===== config.mk =====
export PLATFORM = sky130hd
export DESIGN_NAME = mario_sample_player
export DESIGN_NICKNAME = d
export VERILOG_FILES = /design/src/rtl/mario_sample_player.sv
export SDC_FILE = /design/constraint.sdc
export NUM_CORES = 1
export LEC_CHECK = 0
export BUFFER_PORTS_ARGS = -buffer_cell sky130_fd_sc_hd__buf_2
export CORE_MARGIN = 4
export CORE_UTILIZATION = 54
export CTS_BUF_LIST = sky130_fd_sc_hd__clkbuf_4
export DETAILED_ROUTE_END_ITERATION = 12
export PLACE_DENSITY = 0.73
export REMOVE_ABC_BUFFERS = 1
export SLEW_MARGIN = 20
export SYNTH_ARGS = -nofsm -noshare
export SYNTH_HDL_FRONTEND = slang
export SYNTH_SLANG_ARGS = --single-unit

===== constraint.sdc =====
create_clock -name I_CLK_12M -period 8.05 [get_ports I_CLK_12M]
set_clock_uncertainty 0.2 [all_clocks]
set_input_delay 0.805 -clock I_CLK_12M [delete_from_list [all_inputs] [get_ports I_CLK_12M]]
set_output_delay 0.805 -clock I_CLK_12M [all_outputs]
set_load 0.05 [all_outputs]

===== src/rtl/mario_sample_player.sv =====
// Single-channel PCM playback: fetches 8-bit unsigned samples from ROM on a trigger and paces them out as signed 16-bit.
// Build option SAMPLE_VOLUME_EN adds a 4-bit volume input and one extra output register stage.
`timescale 1ns/1ps
module mario_sample_player #(
    parameter int ADDR_W   = 16,
    parameter int RATE_DIV = 1088
) (
    input  logic              I_CLK_12M,
    input  logic              I_RESET,
    input  logic              I_TRIG,
    input  logic [ADDR_W-1:0] I_START_ADDR,
    input  logic [ADDR_W-1:0] I_END_ADDR,
    input  logic              I_LOOP,
    output logic [ADDR_W-1:0] O_ROM_ADDR,
    output logic              O_ROM_REQ,
    input  logic              I_ROM_ACK,
    input  logic [7:0]        I_ROM_DATA,
`ifdef SAMPLE_VOLUME_EN
    input  logic [3:0]        I_VOL,
`endif
    output logic [15:0]       O_SND,
    output logic              O_BUSY
);
    typedef enum logic [1:0] {S_IDLE, S_FETCH, S_WAIT, S_DRAIN} state_t;
    localparam logic [15:0] RATE_LAST = 16'(RATE_DIV - 1);

    state_t            state_reg;
    logic [ADDR_W-1:0] start_reg, end_reg, addr_reg, rom_addr_reg;
    logic              loop_reg, rom_req_reg, pending_valid_reg, retrig_reg;
    logic [7:0]        pending_reg;
    logic [15:0]       rate_cnt_reg, snd_reg;

    logic              tick, rom_ack;
    logic [ADDR_W-1:0] addr_inc;
    logic              out_load;
    logic [15:0]       out_value;

    assign tick     = (state_reg != S_IDLE) && (rate_cnt_reg == RATE_LAST);
    assign rom_ack  = I_ROM_ACK && rom_req_reg;
    assign addr_inc = addr_reg + ADDR_W'(1);

    // A trigger in the tick cycle suppresses the output update.
    always_comb begin
        out_load  = 1'b0;
        out_value = '0;
        if (tick && !I_TRIG) begin
            if (state_reg == S_WAIT && pending_valid_reg) begin
                out_load  = 1'b1;
                out_value = {pending_reg ^ 8'h80, 8'h00};
            end else if (state_reg == S_DRAIN) begin
                out_load  = 1'b1;
            end
        end
    end

    always_ff @(posedge I_CLK_12M or posedge I_RESET) begin
        if (I_RESET) begin
            state_reg         <= S_IDLE;
            start_reg         <= '0;
            end_reg           <= '0;
            addr_reg          <= '0;
            loop_reg          <= 1'b0;
            rom_addr_reg      <= '0;
            rom_req_reg       <= 1'b0;
            pending_reg       <= '0;
            pending_valid_reg <= 1'b0;
            retrig_reg        <= 1'b0;
            rate_cnt_reg      <= '0;
        end else if (I_TRIG) begin
            start_reg         <= I_START_ADDR;
            end_reg           <= I_END_ADDR;
            loop_reg          <= I_LOOP;
            addr_reg          <= I_START_ADDR;
            rate_cnt_reg      <= '0;
            pending_valid_reg <= 1'b0;
            state_reg         <= S_FETCH;
            if (!rom_req_reg) begin
                rom_req_reg  <= 1'b1;
                rom_addr_reg <= I_START_ADDR;
                retrig_reg   <= 1'b0;
            end else if (I_ROM_ACK) begin
                // Outstanding fetch completes this cycle; drop it and reissue next cycle.
                rom_req_reg <= 1'b0;
                retrig_reg  <= 1'b0;
            end else begin
                retrig_reg <= 1'b1;
            end
        end else if (state_reg != S_IDLE) begin
            rate_cnt_reg <= tick ? '0 : rate_cnt_reg + 16'd1;
            case (state_reg)
                S_FETCH: begin
                    if (rom_ack) begin
                        rom_req_reg <= 1'b0;
                        if (retrig_reg) begin
                            retrig_reg   <= 1'b0;
                            rate_cnt_reg <= '0;
                        end else begin
                            pending_reg       <= I_ROM_DATA;
                            pending_valid_reg <= 1'b1;
                            state_reg         <= S_WAIT;
                        end
                    end else if (!rom_req_reg) begin
                        rom_req_reg  <= 1'b1;
                        rom_addr_reg <= addr_reg;
                    end
                end
                S_WAIT: begin
                    if (tick) begin
                        pending_valid_reg <= 1'b0;
                        state_reg         <= S_FETCH;
                        if (addr_reg != end_reg) begin
                            addr_reg     <= addr_inc;
                            rom_addr_reg <= addr_inc;
                            rom_req_reg  <= 1'b1;
                        end else if (loop_reg) begin
                            addr_reg     <= start_reg;
                            rom_addr_reg <= start_reg;
                            rom_req_reg  <= 1'b1;
                        end else begin
                            state_reg <= S_DRAIN;
                        end
                    end
                end
                S_DRAIN: begin
                    if (tick) state_reg <= S_IDLE;
                end
                default: ;
            endcase
        end
    end

`ifdef SAMPLE_VOLUME_EN
    logic               stage_vld_reg;
    logic signed [15:0] stage_val_reg;
    logic [3:0]         vol_reg;
    logic signed [20:0] samp_ext, gain_ext, scaled;

    assign samp_ext = 21'(stage_val_reg);
    assign gain_ext = 21'({1'b0, vol_reg} + 5'd1);
    assign scaled   = samp_ext * gain_ext;

    always_ff @(posedge I_CLK_12M or posedge I_RESET) begin
        if (I_RESET) begin
            stage_vld_reg <= 1'b0;
            stage_val_reg <= '0;
            vol_reg       <= '0;
            snd_reg       <= '0;
        end else begin
            stage_vld_reg <= out_load;
            if (out_load) begin
                stage_val_reg <= out_value;
                vol_reg       <= I_VOL;
            end
            if (stage_vld_reg) snd_reg <= 16'(scaled >>> 4);
        end
    end
`else
    always_ff @(posedge I_CLK_12M or posedge I_RESET) begin
        if (I_RESET)       snd_reg <= '0;
        else if (out_load) snd_reg <= out_value;
    end
`endif

    assign O_ROM_ADDR = rom_addr_reg;
    assign O_ROM_REQ  = rom_req_reg;
    assign O_SND      = snd_reg;
    assign O_BUSY     = (state_reg != S_IDLE);
endmodule


# Word level (Yosys, flattened, before mapping)
# Index checks and enable logic that the tools add are counted.
dict set report op_classes {
  addsub 2
  eq_ne 13
  muxes 52
  bitwise 3
  n_reduce_logical 21
}
# operator n
set op_table {}
lappend op_table {{two-way mux 16 bit} 19}
lappend op_table {{adder 16 x 1 -> 16 bit, second input constant} 2}
lappend op_table {{one-hot mux 16 bit (2 select lines)} 1}
lappend op_table {{two-way mux 1 bit} 21}
lappend op_table {{equality test 16 x 11 -> 1 bit, second input constant} 1}
lappend op_table {{two-way mux 2 bit} 8}
lappend op_table {{!= test 16 bit} 1}
lappend op_table {{!= test 3 bit, second input constant} 5}
lappend op_table {{nonzero test 2 bit} 6}
lappend op_table {{AND reduction 5 bit} 2}
lappend op_table {{AND reduction 4 bit} 2}
lappend op_table {{AND reduction 7 bit} 1}
lappend op_table {{one-hot mux 2 bit (3 select lines)} 1}
lappend op_table {{AND reduction 6 bit} 1}
lappend op_table {{nonzero test 3 bit} 2}
lappend op_table {{equality test 2 bit, second input constant} 2}
lappend op_table {{logical AND 1 bit} 4}
lappend op_table {{!= test 2 bit, second input constant} 2}
lappend op_table {{!= test 4 x 3 -> 1 bit, second input constant} 1}
lappend op_table {{one-hot mux 1 bit (2 select lines)} 2}
lappend op_table {{nonzero test 4 bit} 1}
lappend op_table {{inverter 1 bit} 3}
lappend op_table {{AND reduction 3 bit} 1}
lappend op_table {{equality test 2 x 1 -> 1 bit, second input constant} 1}
lappend op_table {{zero test 1 bit} 1}
dict set report totals {
  register_bits 110
  input_bits 45
  out_inout_bits 34
  word_cells 103
}

# Depth between registers and ports, before layout
dict set report depth {
  word_depth 8
  ltp_mapped 11
}

# Worst setup path before layout
# Ideal clock, no wire load.
dict set report synth_timing {
  kind {register to register}
  startpoint {reg state_reg[1]}
  endpoint {reg rom_addr_reg[1] (netlist: O_ROM_ADDR[1])}
  arrival_ns 2.082
  required_ns 7.725
  path_slack_ns 5.643
  path_stages_with_launch 11
  n_path_buf 3
  period_less_slack_ns 2.407
  path_cell_list {dfrtp_1 > buf_2 > nor2_1 > inv_2 > nand4_1 > o31ai_2 > or2_1 > buf_2 > and2_4 > buf_6 > mux2_4}
}
dict set report synth_between {
  elab_chain_len 4
}
# element line
set synth_lines {}
lappend synth_lines {{start, declared} 27} ;# state_t state_reg;
lappend synth_lines {{start signal, assigned} 58} ;# state_reg <= S_IDLE;
lappend synth_lines {{start signal, assigned} 76} ;# state_reg <= S_FETCH;
lappend synth_lines {{start signal, assigned} 100} ;# state_reg <= S_WAIT;
lappend synth_lines {{nonzero test 2 bit *} --}
lappend synth_lines {{named net O_BUSY} 22} ;# output logic O_BUSY
lappend synth_lines {{logical AND 1 bit} 38} ;# assign tick = (state_reg != S_IDLE) && (rate_cnt_reg == RATE_LAST);
lappend synth_lines {{!= test 3 bit (no line)} --}
lappend synth_lines {{AND reduction 7 bit (no line) *} --}
lappend synth_lines {{end signal, assigned} 104} ;# rom_addr_reg <= addr_reg;
lappend synth_lines {{end signal, assigned} 113} ;# rom_addr_reg <= addr_inc;
lappend synth_lines {{end signal, assigned} 117} ;# rom_addr_reg <= start_reg;
lappend synth_lines {{end, declared} 28} ;# logic [ADDR_W-1:0] start_reg, end_reg, addr_reg, rom_addr_reg;
# Mark *: on every way through the listed nets, which the timed path passes. The rest lies on a longest branch. The select of a mux whose other input is x is not followed.
# A chain may end at the register's enable or synchronous reset.

# Worst setup path in the final report
dict set report layout_timing {
  startpoint {reg addr_reg[6]}
  endpoint {reg rom_addr_reg[1] (netlist: O_ROM_ADDR[1])}
}
dict set report layout_between {
  elab_chain_len 6
}
# element line
set layout_lines {}
lappend layout_lines {{start, declared} 28}
lappend layout_lines {{start signal, assigned} 112} ;# addr_reg <= addr_inc;
lappend layout_lines {{start signal, assigned} 116} ;# addr_reg <= start_reg;
lappend layout_lines {{!= test 16 bit *} 111} ;# if (addr_reg != end_reg) begin
lappend layout_lines {{two-way mux 16 bit} 111}
lappend layout_lines {{two-way mux 16 bit} 108} ;# if (tick) begin
lappend layout_lines {{one-hot mux 16 bit (2 select lines)} 90} ;# case (state_reg)
lappend layout_lines {{two-way mux 16 bit} 88} ;# end else if (state_reg != S_IDLE) begin
lappend layout_lines {{two-way mux 16 bit} 69} ;# end else if (I_TRIG) begin
# Mark *: on every way between the ends. The rest lies on a longest branch, timed or not. The select of a mux whose other input is x is not followed.

==> run_results.csv <==
group,metric,value,unit
global_routing,track_usage,20.93,%
pwr,intPower,861.8,uW
critical_path,worstPathMaxFanout,24,
yosys,synthArstFlopShare,100.0,%
pwr,p_leak,2.575,nW
timing,finalCritPeriodShare,46.23,%
place,dp_hpwl,8.063,mm
place,numPortBuffers,70,
detailed_routing,vias,4121,
min_path,hp-class,"input pin to asynchronous set/reset pin",
floorplan,die_w,106.9,um
clock_tree,clk_path_buf_depth,2,
finish,syn_to_final_growth,8.740,%
place,place.gp.congestion,0.8682,
critical_path,crit_chain,"xor2_1, nor4_2, nand4_2, o31a_1, and2_4, mux2_4",
timing,finalCriticalPeriod,3721,ps
run,maxCapViolCount,0,
pwr,switching_share,41.43,%
critical_path,path_class,"register to register",
detailed_routing,vias_per_cell,5.804,
detailed_routing,wl_per_cell,16.40,um
global_routing,grt_overflow,0,
critical_path,crit_required,8190,ps
global_routing,first_global_vias,3842,
clock_tree,clk-insertion-delay-late,460,ps
critical_path,worstSetupEndpointType,"register",
yosys,synth_edf_count,0,
yosys,synth_cell_type_count,54,
timing,maxSlewViolCount,0,
clock_tree,holdBufCountCts,0,
yosys,ys.flop_type,"dfrtp_1",
clock_tree,clock-sinks,102,
detailed_routing,wirelength,11.65,mm
clock_tree,cts_setup_buffers,0,
detailed_routing,detail_route.first_pass.iterations,5,
yosys,ys_seq_area_share,48.32,%
clock_tree,clock-root-buffer,"clkbuf_4",
floorplan,core,0.009371,mm^2
clock_tree,htree_num_levels,3,
finish,diodes,0,
clock_tree,ctsResizeCount,0,
yosys,syn_avg_cell_area,9.892,um^2
yosys,syn_area,0.005283,mm^2
pwr,p_seq_share,47.5,%
detailed_routing,drtIter0Drc,361,
yosys,ys_seq_elements,102,
detailed_routing,drc_errors,0,
timing,rsz0062_at_grt,"false",
timing,fin_setup_tns,0,ps
detailed_routing,postRouteAntennaNets,0,
floorplan,io_pins,79,
timing,tightestPinTransition,939.5,ps
finish,final_nets,623,
pwr,max-vdd-ir-drop,0.1221,mV
global_routing,grt_max_degree,78,
pwr,clkPwrFrac,19.7,%
yosys,ys_warn_count,0,
global_routing,antenna_found_initial,0,
clock_tree,numCtsBuffers,9,
pwr,power.density,256.2,mW/mm^2
pwr,p_sw,609.7,uW
critical_path,max_stage_delay,820,ps
outcome,outcome,"complete, no violations",
floorplan,die_y,106.9,um
pwr,combinationalPowerShare,32.8,%
timing,fmax,268.7,MHz
clock_tree,cts_tree,"built",
critical_path,cp_data_arrival_time,3870,ps
timing,hold_viol_final,0,
floorplan,dieArea,0.01143,mm^2
critical_path,critPathLaunchType,"register",
timing,setup_viol,0,
timing,slew-limit-headroom,37.22,%
finish,utilization,61.30,%
clock_tree,clk_pin_slew,180,ps
global_routing,grt_pass1_wl,19.16,mm
critical_path,cp_slowest_cell,"nand4_2",
floorplan,start_util,56.37,%
finish,drive_above_1_share,23.75,%
yosys,syn_inst,534,
floorplan,num_rows,35,
## worst paths after layout
path                                                 start                         end  slack, ps  depth (start not counted)
worst min register to register  pending_reg[7]$_DFFE_PP0P_       O_SND[15]$_DFFE_PP0P_        290                          1
worst min-delay path                               I_RESET     addr_reg[9]$_DFFE_PP0P_        110                          2
min in group I_CLK_12M          pending_reg[7]$_DFFE_PP0P_       O_SND[15]$_DFFE_PP0P_        290                          1
worst max-delay path               addr_reg[6]$_DFFE_PP0P_   O_ROM_ADDR[1]$_DFFE_PP0P_       4330                          6
max in group asynchronous                          I_RESET  O_ROM_ADDR[14]$_DFFE_PP0P_       6280                          3
worst max register to register     addr_reg[6]$_DFFE_PP0P_   O_ROM_ADDR[1]$_DFFE_PP0P_       4330                          6
## area by class of cell
type / instances / area, um^2
Clock buffer: 9 / 67.56
Clock inverter: 7 / 87.58
Fill cell: 817 / 3627
Inverter: 22 / 85.08
Multi-Input combinational cell: 369 / 2425
Sequential cell: 102 / 2552
Tap cell: 129 / 161.4
Timing Repair Buffer: 72 / 365.4
## critical path: cells and delay by family, from the launching register on
kind             cells  cell delay, ps
multiplexers         1             310
XOR/XNOR             1             190
AND/OR/NAND/NOR      3            1640
AO/OA/AOI/OAI        1             760
flip-flops           1             510
## synth_stat cells (all sizes together), types with 13 or more instances
cell type  number  area (um^2)
clkbuf         21        78.83
a31oi          14        87.58
dfrtp         102         2552
nand2          62        232.7
o21ai          26        130.1
a21oi          36        217.7
inv            22        82.58
mux2i          14        140.1
nand3          14        70.07
buf            27        176.4
mux2           28        319.0
nor2           44        165.2
a222oi         13        130.1
xor2           31        271.5
## metal layers
layer / vias to the layer above / GRT usage [%] / part of all wire (%)
li1: 1946 / - / -
met5: - / 0 / 0
met1: 1984 / 30.74 / 46
met3: 26 / 3.251 / 6.7
met4: 0 / 8.219 / 2.4
met2: 165 / 31.21 / 45
## kinds of logic (layout without fill, tap and decap cells)
group / Yosys count / after routing / synth area share [%]
AO/OA/AOI/OAI: 108 / 108 / 13.76
AND/OR/NAND/NOR: 167 / 167 / 15.32
other: 1 / 8 / 0.07099
XOR/XNOR: 42 / 42 / 6.963
flip-flops: 102 / 102 / 48.32
adder cells (fa/ha/maj): 2 / 2 / 0.4736
multiplexers: 42 / 42 / 8.692
buffers and inverters: 70 / 110 / 6.395
## placed cells by master (no fill, tap or decap), drive strengths merged, types with 4 or more instances in the layout
cell type	count
dfrtp	102
conb	8
o21ai	26
clkbuf	9
nand4	11
mux2i	14
a31oi	14
a21oi	36
or3	4
and3	4
a222oi	13
xnor2	11
buf	72
nor3	5
nand3	14
nor4	9
inv	26
xor2	31
nor2	44
nand2	62
mux2	28
## power by group through the flow
stage	clock network [mW]	registers, mW	logic [mW]
after CTS	0.296	0.696	0.486
after global routing	0.315	0.712	0.522
after global placement	0	0.705	0.473
final	0.290	0.699	0.483
after detailed placement	0	0.706	0.485
after floorplan	0	0.831	0.222
## through the flow
step / area, um^2 / hold slack (ps) / std cells / setup slack, ps / power, mW
after global routing: 5744 / 114.2 / 710 / 4189 / 1.549
after floorplan: 5054 / 231.7 / 493 / 4370 / 1.053
after CTS: 5738 / 101.7 / 710 / 4349 / 1.479
after detailed placement: 5583 / 254.1 / 694 / 3975 / 1.192
after global placement: 5583 / 251.5 / 694 / 4072 / 1.179
final: 5744 / 108.6 / 710 / 4329 / 1.471
No activity file was read; power rests on OpenSTA's default activity.
